`src/rtl/bp_fe_instr_scan_block_if.sv`:
```
// Signal bundle between the fetch stage, the pre-decoder and the
// branch predictor / PC-gen consumer. The block uses the slave view.
interface bp_fe_instr_scan_block_if #(
  parameter int eaddr_width_p = 64,
  parameter int instr_width_p = 32,
  parameter int fetch_width_p = 2
);
  localparam int idx_width_lp = (fetch_width_p > 1) ? $clog2(fetch_width_p) : 1;

  logic                                     flush_i;
  logic                                     fetch_v_i;
  logic                                     fetch_ready_o;
  logic [eaddr_width_p-1:0]                 fetch_pc_i;
  logic [fetch_width_p*instr_width_p-1:0]   fetch_instr_i;
  logic                                     scan_v_o;
  logic                                     scan_yumi_i;
  logic [eaddr_width_p-1:0]                 scan_pc_o;
  logic [fetch_width_p*3-1:0]               scan_class_o;
  logic [fetch_width_p*eaddr_width_p-1:0]   scan_imm_o;
  logic [fetch_width_p-1:0]                 scan_compressed_o;
  logic                                     first_cf_v_o;
  logic [idx_width_lp-1:0]                  first_cf_idx_o;
  logic                                     first_cf_indirect_o;
  logic [eaddr_width_p-1:0]                 first_cf_target_o;

  modport slave (
    input  flush_i, fetch_v_i, fetch_pc_i, fetch_instr_i, scan_yumi_i,
    output fetch_ready_o, scan_v_o, scan_pc_o, scan_class_o, scan_imm_o,
           scan_compressed_o, first_cf_v_o, first_cf_idx_o,
           first_cf_indirect_o, first_cf_target_o
  );

  modport master (
    output flush_i, fetch_v_i, fetch_pc_i, fetch_instr_i, scan_yumi_i,
    input  fetch_ready_o, scan_v_o, scan_pc_o, scan_class_o, scan_imm_o,
           scan_compressed_o, first_cf_v_o, first_cf_idx_o,
           first_cf_indirect_o, first_cf_target_o
  );
endinterface

```
`src/rtl/bp_fe_instr_scan_block.sv`:
```
// Front-end instruction pre-decoder. Each fetch packet is classified slot
// by slot on the input side; the decoded packet is parked in a 2-entry FIFO
// so the consumer sees only registered fields.
module bp_fe_instr_scan_block #(
  parameter int eaddr_width_p = 64,
  parameter int instr_width_p = 32,
  parameter int fetch_width_p = 2
) (
  input  logic                    clk_i,
  input  logic                    reset_i,
  bp_fe_instr_scan_block_if.slave scan_if
);
  localparam int idx_width_lp   = (fetch_width_p > 1) ? $clog2(fetch_width_p) : 1;
  localparam int class_width_lp = fetch_width_p * 3;
  localparam int imm_width_lp   = fetch_width_p * eaddr_width_p;

  localparam logic [6:0] op_branch_lp = 7'b1100011;
  localparam logic [6:0] op_jalr_lp   = 7'b1100111;
  localparam logic [6:0] op_jal_lp    = 7'b1101111;

  localparam logic [2:0] class_default_lp = 3'd0;
  localparam logic [2:0] class_branch_lp  = 3'd1;
  localparam logic [2:0] class_jalr_lp    = 3'd2;
  localparam logic [2:0] class_jal_lp     = 3'd3;
  localparam logic [2:0] class_call_lp    = 3'd4;
  localparam logic [2:0] class_ret_lp     = 3'd5;

  logic [class_width_lp-1:0] w_class;
  logic [imm_width_lp-1:0]   w_imm;
  logic [fetch_width_p-1:0]  w_comp;
  logic [fetch_width_p-1:0]  w_indirect;
  logic [eaddr_width_p-1:0]  w_tgt [fetch_width_p];

  for (genvar k = 0; k < fetch_width_p; k++) begin : g_slot
    localparam logic [eaddr_width_p-1:0] slot_off_lp = eaddr_width_p'(4 * k);

    logic [31:0]              w_instr;
    logic [6:0]               w_op;
    logic [4:0]               w_rd;
    logic [4:0]               w_rs1;
    logic                     w_is_br;
    logic                     w_is_jalr;
    logic                     w_is_jal;
    logic [2:0]               w_cls;
    logic [eaddr_width_p-1:0] w_slot_imm;
    logic                     w_unused_funct3;

    assign w_instr   = scan_if.fetch_instr_i[k*instr_width_p +: 32];
    assign w_op      = w_instr[6:0];
    assign w_rd      = w_instr[11:7];
    assign w_rs1     = w_instr[19:15];
    assign w_is_br   = (w_op == op_branch_lp);
    assign w_is_jalr = (w_op == op_jalr_lp);
    assign w_is_jal  = (w_op == op_jal_lp);
    assign w_unused_funct3 = ^w_instr[14:12];

    // Priority classification: link-register writes win over plain jumps
    always_comb begin
      w_cls = class_default_lp;
      if ((w_is_jal || w_is_jalr) && (w_rd == 5'd1))
        w_cls = class_call_lp;
      else if (w_is_jalr && (w_rd == 5'd0) && (w_rs1 == 5'd1))
        w_cls = class_ret_lp;
      else if (w_is_br)
        w_cls = class_branch_lp;
      else if (w_is_jalr)
        w_cls = class_jalr_lp;
      else if (w_is_jal)
        w_cls = class_jal_lp;
    end

    // Immediate format is chosen by opcode, so call-via-jalr gets the I-form
    always_comb begin
      w_slot_imm = '0;
      if (w_is_br)
        w_slot_imm = {{(eaddr_width_p-12){w_instr[31]}}, w_instr[7],
                      w_instr[30:25], w_instr[11:8], 1'b0};
      else if (w_is_jalr)
        w_slot_imm = {{(eaddr_width_p-12){w_instr[31]}}, w_instr[31:20]};
      else if (w_is_jal)
        w_slot_imm = {{(eaddr_width_p-20){w_instr[31]}}, w_instr[19:12],
                      w_instr[20], w_instr[30:21], 1'b0};
    end

    assign w_class[k*3 +: 3]                   = w_cls;
    assign w_imm[k*eaddr_width_p +: eaddr_width_p] = w_slot_imm;
    assign w_comp[k]                           = (w_instr[1:0] != 2'b11);
    assign w_indirect[k]                       = w_is_jalr;
    assign w_tgt[k] = w_is_jalr ? '0 : (scan_if.fetch_pc_i + slot_off_lp + w_slot_imm);
  end

  logic                     w_cf_v;
  logic [idx_width_lp-1:0]  w_cf_idx;
  logic                     w_cf_ind;
  logic [eaddr_width_p-1:0] w_cf_tgt;

  // Walk slots from the top down so the lowest control-flow slot wins
  always_comb begin
    w_cf_v   = 1'b0;
    w_cf_idx = '0;
    w_cf_ind = 1'b0;
    w_cf_tgt = '0;
    for (int k = fetch_width_p - 1; k >= 0; k--) begin
      if (w_class[k*3 +: 3] != class_default_lp) begin
        w_cf_v   = 1'b1;
        w_cf_idx = idx_width_lp'(k);
        w_cf_ind = w_indirect[k];
        w_cf_tgt = w_tgt[k];
      end
    end
  end

  logic       r_wptr;
  logic       r_rptr;
  logic [1:0] r_count;
  logic       w_ready;
  logic       w_enq;
  logic       w_deq;

  logic [eaddr_width_p-1:0]  r_pc_q     [2];
  logic [class_width_lp-1:0] r_class_q  [2];
  logic [imm_width_lp-1:0]   r_imm_q    [2];
  logic [fetch_width_p-1:0]  r_comp_q   [2];
  logic                      r_cf_v_q   [2];
  logic [idx_width_lp-1:0]   r_cf_idx_q [2];
  logic                      r_cf_ind_q [2];
  logic [eaddr_width_p-1:0]  r_cf_tgt_q [2];

  // Ready looks only at the registered count, so a full FIFO refuses a
  // packet even when the consumer drains in the same cycle
  assign w_ready = (r_count != 2'd2);
  assign w_enq   = scan_if.fetch_v_i & w_ready;
  assign w_deq   = scan_if.scan_yumi_i & (r_count != 2'd0);

  // Pointer and occupancy tracking; flush beats both enqueue and dequeue
  always_ff @(posedge clk_i or posedge reset_i) begin
    if (reset_i) begin
      r_wptr  <= 1'b0;
      r_rptr  <= 1'b0;
      r_count <= 2'd0;
    end else if (scan_if.flush_i) begin
      r_wptr  <= 1'b0;
      r_rptr  <= 1'b0;
      r_count <= 2'd0;
    end else begin
      if (w_enq) r_wptr <= ~r_wptr;
      if (w_deq) r_rptr <= ~r_rptr;
      case ({w_enq, w_deq})
        2'b10:   r_count <= r_count + 2'd1;
        2'b01:   r_count <= r_count - 2'd1;
        default: r_count <= r_count;
      endcase
    end
  end

  // Payload storage; cleared on reset only to keep the outputs X-free
  always_ff @(posedge clk_i or posedge reset_i) begin
    if (reset_i) begin
      for (int e = 0; e < 2; e++) begin
        r_pc_q[e]     <= '0;
        r_class_q[e]  <= '0;
        r_imm_q[e]    <= '0;
        r_comp_q[e]   <= '0;
        r_cf_v_q[e]   <= 1'b0;
        r_cf_idx_q[e] <= '0;
        r_cf_ind_q[e] <= 1'b0;
        r_cf_tgt_q[e] <= '0;
      end
    end else if (w_enq && !scan_if.flush_i) begin
      r_pc_q[r_wptr]     <= scan_if.fetch_pc_i;
      r_class_q[r_wptr]  <= w_class;
      r_imm_q[r_wptr]    <= w_imm;
      r_comp_q[r_wptr]   <= w_comp;
      r_cf_v_q[r_wptr]   <= w_cf_v;
      r_cf_idx_q[r_wptr] <= w_cf_idx;
      r_cf_ind_q[r_wptr] <= w_cf_ind;
      r_cf_tgt_q[r_wptr] <= w_cf_tgt;
    end
  end

  assign scan_if.fetch_ready_o       = w_ready & ~reset_i;
  assign scan_if.scan_v_o            = (r_count != 2'd0);
  assign scan_if.scan_pc_o           = r_pc_q[r_rptr];
  assign scan_if.scan_class_o        = r_class_q[r_rptr];
  assign scan_if.scan_imm_o          = r_imm_q[r_rptr];
  assign scan_if.scan_compressed_o   = r_comp_q[r_rptr];
  assign scan_if.first_cf_v_o        = (r_count != 2'd0) & r_cf_v_q[r_rptr];
  assign scan_if.first_cf_idx_o      = r_cf_idx_q[r_rptr];
  assign scan_if.first_cf_indirect_o = r_cf_ind_q[r_rptr];
  assign scan_if.first_cf_target_o   = r_cf_tgt_q[r_rptr];

  // A yumi with nothing at the head is a consumer bug
  a_yumi_needs_valid: assert property (@(posedge clk_i) disable iff (reset_i)
    scan_if.scan_yumi_i |-> scan_if.scan_v_o);

endmodule
```
`src/flat_wrapper.sv`:
```
// flat-port wrapper written by rule: the top's interface ports become plain ports
module bp_fe_instr_scan_block_flat 
#(
  parameter int eaddr_width_p = 64,
  parameter int instr_width_p = 32,
  parameter int fetch_width_p = 2
)
  (clk_i, reset_i, scan_if_flush_i, scan_if_fetch_v_i, scan_if_fetch_pc_i, scan_if_fetch_instr_i, scan_if_scan_yumi_i, scan_if_fetch_ready_o, scan_if_scan_v_o, scan_if_scan_pc_o, scan_if_scan_class_o, scan_if_scan_imm_o, scan_if_scan_compressed_o, scan_if_first_cf_v_o, scan_if_first_cf_idx_o, scan_if_first_cf_indirect_o, scan_if_first_cf_target_o);
  bp_fe_instr_scan_block_if #(.eaddr_width_p(eaddr_width_p), .instr_width_p(instr_width_p), .fetch_width_p(fetch_width_p)) scan_if_i ();
  input  logic clk_i;
  input  logic reset_i;
  input wire logic [$bits(scan_if_i.flush_i)-1:0] scan_if_flush_i;
  input wire logic [$bits(scan_if_i.fetch_v_i)-1:0] scan_if_fetch_v_i;
  input wire logic [$bits(scan_if_i.fetch_pc_i)-1:0] scan_if_fetch_pc_i;
  input wire logic [$bits(scan_if_i.fetch_instr_i)-1:0] scan_if_fetch_instr_i;
  input wire logic [$bits(scan_if_i.scan_yumi_i)-1:0] scan_if_scan_yumi_i;
  output wire logic [$bits(scan_if_i.fetch_ready_o)-1:0] scan_if_fetch_ready_o;
  output wire logic [$bits(scan_if_i.scan_v_o)-1:0] scan_if_scan_v_o;
  output wire logic [$bits(scan_if_i.scan_pc_o)-1:0] scan_if_scan_pc_o;
  output wire logic [$bits(scan_if_i.scan_class_o)-1:0] scan_if_scan_class_o;
  output wire logic [$bits(scan_if_i.scan_imm_o)-1:0] scan_if_scan_imm_o;
  output wire logic [$bits(scan_if_i.scan_compressed_o)-1:0] scan_if_scan_compressed_o;
  output wire logic [$bits(scan_if_i.first_cf_v_o)-1:0] scan_if_first_cf_v_o;
  output wire logic [$bits(scan_if_i.first_cf_idx_o)-1:0] scan_if_first_cf_idx_o;
  output wire logic [$bits(scan_if_i.first_cf_indirect_o)-1:0] scan_if_first_cf_indirect_o;
  output wire logic [$bits(scan_if_i.first_cf_target_o)-1:0] scan_if_first_cf_target_o;
  assign scan_if_i.flush_i = scan_if_flush_i;
  assign scan_if_i.fetch_v_i = scan_if_fetch_v_i;
  assign scan_if_i.fetch_pc_i = scan_if_fetch_pc_i;
  assign scan_if_i.fetch_instr_i = scan_if_fetch_instr_i;
  assign scan_if_i.scan_yumi_i = scan_if_scan_yumi_i;
  assign scan_if_fetch_ready_o = scan_if_i.fetch_ready_o;
  assign scan_if_scan_v_o = scan_if_i.scan_v_o;
  assign scan_if_scan_pc_o = scan_if_i.scan_pc_o;
  assign scan_if_scan_class_o = scan_if_i.scan_class_o;
  assign scan_if_scan_imm_o = scan_if_i.scan_imm_o;
  assign scan_if_scan_compressed_o = scan_if_i.scan_compressed_o;
  assign scan_if_first_cf_v_o = scan_if_i.first_cf_v_o;
  assign scan_if_first_cf_idx_o = scan_if_i.first_cf_idx_o;
  assign scan_if_first_cf_indirect_o = scan_if_i.first_cf_indirect_o;
  assign scan_if_first_cf_target_o = scan_if_i.first_cf_target_o;
  bp_fe_instr_scan_block #(.eaddr_width_p(eaddr_width_p), .instr_width_p(instr_width_p), .fetch_width_p(fetch_width_p)) u_core (.clk_i(clk_i), .reset_i(reset_i), .scan_if(scan_if_i));
endmodule
```
`config.mk`:
```
export PLATFORM = sky130hd
export DESIGN_NAME = bp_fe_instr_scan_block_flat
export DESIGN_NICKNAME = d
export VERILOG_FILES = /design/src/rtl/bp_fe_instr_scan_block_if.sv /design/src/rtl/bp_fe_instr_scan_block.sv /design/src/flat_wrapper.sv
export SDC_FILE = /design/constraint.sdc
export NUM_CORES = 1
export LEC_CHECK = 0
export ABC_AREA = 1
export CAP_MARGIN = 20
export CORE_MARGIN = 4
export CORE_UTILIZATION = 25
export DETAILED_ROUTE_END_ITERATION = 10
export PLACE_DENSITY = 0.54
export SLEW_MARGIN = 30
export SYNTH_ARGS = -nofsm -noshare
export SYNTH_HDL_FRONTEND = slang
export SYNTH_SLANG_ARGS = --single-unit
export TNS_END_PERCENT = 10
```
`constraint.sdc`:
```
create_clock -name clk_i -period 29.4 [get_ports clk_i]
set_input_delay 8.82 -clock clk_i [delete_from_list [all_inputs] [get_ports clk_i]]
set_output_delay 8.82 -clock clk_i [all_outputs]
set_load 0.02 [all_outputs]
```
Yosys cells after proc, flatten, opt, wreduce, memory -nomap -nowiden --
Cells that the tools add are included.
Storage, ports and cells: bits in registers 538, bits of input ports 133
Cells by class: mux-type cells 73, equal/unequal tests 15, magnitude comparators 3, reduce and logical (&&, ||, !) cells 19, bitwise operators 9, add/sub/neg operators 5
Operators by type and width (count):
- two-way mux 64 bit | 17
- two-way mux 128 bit | 4
- bitwise mux 128 bit | 2
- bitwise mux 256 bit | 1
- adder 64 bit | 2
- demux 128 bit (select 1 bit) | 1
- adder 64 x 3 -> 64 bit, second input constant | 1
- demux 64 bit (select 1 bit) | 1
- equality test 7 bit, second input constant | 6
- two-way mux 3 bit | 8
- two-way mux 6 bit | 4
- equality test 5 x 1 -> 1 bit, second input constant | 4
- two-way mux 1 bit | 19
- two-way mux 2 bit | 7
- bitwise mux 12 bit | 1
- logical NOT 5 bit | 2
- nonzero test 3 bit | 3
- logical AND 1 bit | 8
- bitwise mux 2 bit | 3
- demux 6 bit (select 1 bit) | 1
- inequality test 2 bit, second input constant | 3
- nonzero test 2 bit | 3
- AND 1 bit | 4
- bitwise mux 4 bit | 1
- other kinds (13) | 18

Depth between registers and ports, before layout --
depth in word-level cells 10, gate-level depth with buffers 25

Least setup slack after synthesis --
No wires, ideal clock.
path type input-to-output, from input port reset_i, to output port scan_if_fetch_ready_o, data required time 20.580 ns, stages on the path 1, arrival 9.160 ns, setup slack 11.420 ns, path through a21oi_1
Between the ends: longest elaborated chain between the ends 2
Ends and longest elaborated chain:
- start: declaration | RTL line flat_wrapper.sv:11 | input logic reset_i;
- inverter 1 bit | RTL line bp_fe_instr_scan_block.sv:181 | assign scan_if.fetch_ready_o = w_ready & ~reset_i;
- AND 1 bit | RTL line bp_fe_instr_scan_block.sv:181
- end: declaration | RTL line flat_wrapper.sv:17 | output wire logic [$bits(scan_if_i.fetch_ready_o)-1:0] scan_if_fetch_ready_o;
Every way passes these cells.

Final worst setup path --
Same ends and word-level chain as after synthesis.

==> results.yml <==
power:
  ir_worst_vdd_mv: 0.0310
  power_frac_comb_pct: 22.6
  power.internal_w: 0.00105
  leakage_nw: 20.0
  power.density_nw_per_um2: 42.2
  power.switching_w: 0.000486
  seqPwrFrac_pct: 38.6
  p_sw_share_pct: 31.7
  total_power_w: 0.00153
  clkPwrFrac_pct: 38.9
synth:
  synth-xor-area-share_pct: 0.910
  synth-compound-area-share_pct: 9.25
  ys_types: 39
  synth_adder_area_share_pct: 8.01
  syn_inst: 4945
  synthMuxAreaShare_pct: 0
  ys_warn_count: 0
  ys_seq_elements: 366
  synth_top_family_by_area: "simple AND/OR/NAND/NOR gates"
  synth_area_per_cell_um2: 6.04
  synth.net_count: 5268
  synth-simple-area-share_pct: 36.8
  ys_seq_area_share_pct: 30.7
  netlist_area_um2: 29800
clocking:
  cts_sinks: 366
  cts_tree: "built"
  cts_root_buffer: "clkbuf_16"
  ctsResizeCount: 0
  post_cts_buffers: 0
  clockBufferDepth: 3
  cts_hold_buf: 0
  h-tree-depth: 2
  clkTransAtPathRegs_ns: 0.06
  clock_latency_ns: 0.61
  numCtsBuffers: 44
layout:
  multiInputGateArea_um2: 16400
  layout_common_cells: "nand2_1 (2263), inv_1 (805), clkdlybuf4s50_1 (401), dfrtp_1 (365), o21ai_0 (351)"
  final_common_cell: "nand2_1"
  stdcell_area_um2: 36300
  area_growth_syn_to_layout_pct: 21.7
  final_layout_size_suffix_gt1_share_pct: 2.49
  fillers: 13300
  seq_area_um2: 9160
  nets: 5517
routing:
  drcViolationCount: 0
  routedWlPerCell_um: 17.7
  drt_iter0_markers: 2140
  drt-total-wl_mm: 120
  viasPerCell: 4.54
  postRouteAntennaNets: 0
  first_pass_iters: 5
  vias: 30700
placed_design:
  place_congestion: 0.925
  pre_cts_ws_ns: 10.37
  port_buffers: 401
  place_area_um2: 34800
  dp_hpwl_mm: 95.6
die:
  start_util_pct: 25.2
  die_h_um: 354
  die_w_um: 354
  fp.dieArea_um2: 125000
  fp-row-count: 126
  ios: 402
  fp.coreArea_um2: 118000
sta:
  fin_ws_ns: 10.41
  max_freq_mhz: 52.7
  rsz0062_at_grt: "false"
  worstMarginPinSlew_ns: 0.884
  slew_headroom_pct: 41.1
  setup_tns_ns: 0
  setup_viol: 0
  slew_violations: 0
  timing.hold.ws_ns: 0.474
  hold_violations: 0
  fin_crit_sh_pct: 64.6
  fin_crit_ns: 18.99
  skew_ns: 0.0275
setup_path:
  slowest_stage: "clkdlybuf4s50_1"
  cp-start-kind: "input port"
  worstPathArrival_ns: 10.17
  worst_setup_path_startpoint: "reset_i"
  cp-end-kind: "output port"
  path_cells: "clkdlybuf4s50_1 > a21oi_1 > clkdlybuf4s50_1"
  worst-path-max-fanout: 2
  crit_required_ns: 20.58
  crit-reg2reg-launch: "u_core.r_count[0]"
  crit_type: "input port to output port"
  cpMostUsedCell: "clkdlybuf4s50_1"
  max_stage_delay_ns: 0.63
global_routing:
  grt_usage_pct: 18.6
  grt_max_degree: 111
  grt_pass1_vias: 28800
  grt_pass1_wl_mm: 178
  grt_overflow: 0
  antenna_found_initial: 4
job:
  maxCapViolCount: 0
outcome:
  status: "finished clean"
hold_path:
  hold_class: "flip-flop to flip-flop"
  hold_start: "u_core.r_imm_q[0]"
[cells by family after synthesis]
group,after synthesis
compound gates,539
xor+xnor,31
fa+ha+maj,190
buf+inv,1034
flops,366
simple gates,2785
[stage by stage]
stage	instances	util, %
global placement	6684	29.4
floorplan	4945	-
detailed placement	6684	29.4
finish	6766	30.7
CTS	6764	30.7
global route	6766	30.7
[worst max-delay path: cells and delay by family]
family,cells,cell delay [ns]
AO/OA/AOI/OAI,1,0.18
buffers and inverters,2,1.17
[sequential cells by signal, summed over array words and instances, names as in the netlist]
register           cells
u_core.r_cf_tgt_q    128
u_core.r_wptr          1
u_core.r_cf_idx_q      2
u_core.r_count         2
u_core.r_comp_q        4
u_core.r_cf_ind_q      2
u_core.r_imm_q        84
u_core.r_rptr          1
u_core.r_cf_v_q        2
u_core.r_pc_q        128
u_core.r_class_q      12
[final timing paths]
kind	end	slack [ns]	depth (start not counted)
hold / removal	u_core.r_imm_q[0]	0.47	2
max in group asynchronous	u_core.r_cf_tgt_q[36]	17.87	5
min in group asynchronous	u_core.r_pc_q[17]	8.80	2
hold reg to reg	u_core.r_imm_q[0]	0.47	2
setup / recovery	scan_if_fetch_ready_o	10.41	3
setup reg to reg	u_core.r_pc_q[112]	26.15	9
[metal layers]
metal,wire [um],GRT usage [%],up-vias
li1,-,-,15500
met1,54100,24.7,14400
met2,56800,32.0,684
met3,5710,2.10,121
met4,3320,5.18,0
met5,0,0,-
[cells in the mapped netlist (all sizes together)]
library cell / number / share of area (%)
nor3: 29 / 0.57
xnor2: 28 / 0.82
inv: 814 / 10
and3: 1 / 0.021
o22ai: 13 / 0.27
o21ai: 375 / 6.3
a31oi: 9 / 0.19
nand4: 18 / 0.38
nand3b: 24 / 0.60
ha: 188 / 7.9
nand2: 2268 / 29
xor2: 3 / 0.088
o21bai: 9 / 0.23
nor2: 248 / 3.2
fa: 2 / 0.13
a21oi: 130 / 2.2
clkbuf: 88 / 1.1
and2: 4 / 0.084
clkinv: 2 / 0.029
nor4: 9 / 0.19
a21boi: 2 / 0.050
nand3: 177 / 3.1
buf: 130 / 3.0
dfrtp: 366 / 31
or2: 7 / 0.15
a22o: 1 / 0.029
[power groups by stage]
| stage | Sequential [W] | Combinational [W] | Clock, W |
|---|---|---|---|
| final | 0.000592 | 0.000347 | 0.000596 |
| after global routing | 0.000598 | 0.000383 | 0.000635 |
| after CTS | 0.000591 | 0.000352 | 0.000615 |
| after global placement | 0.000598 | 0.000348 | 0 |
| after detailed placement | 0.000600 | 0.000351 | 0 |
| after floorplan | 0.000592 | 0.000203 | 0 |
[layout make-up]
cell class,count,share of cell area (%)
multi-input combinational,3545,45.2
clock buffer,63,3.56
inverter,816,8.48
antenna,2,0.0138
timing repair buffer,421,11.5
tap,1536,5.29
clock inverter,17,0.747
sequential,366,25.2
Power figures use the tool's default switching activity.
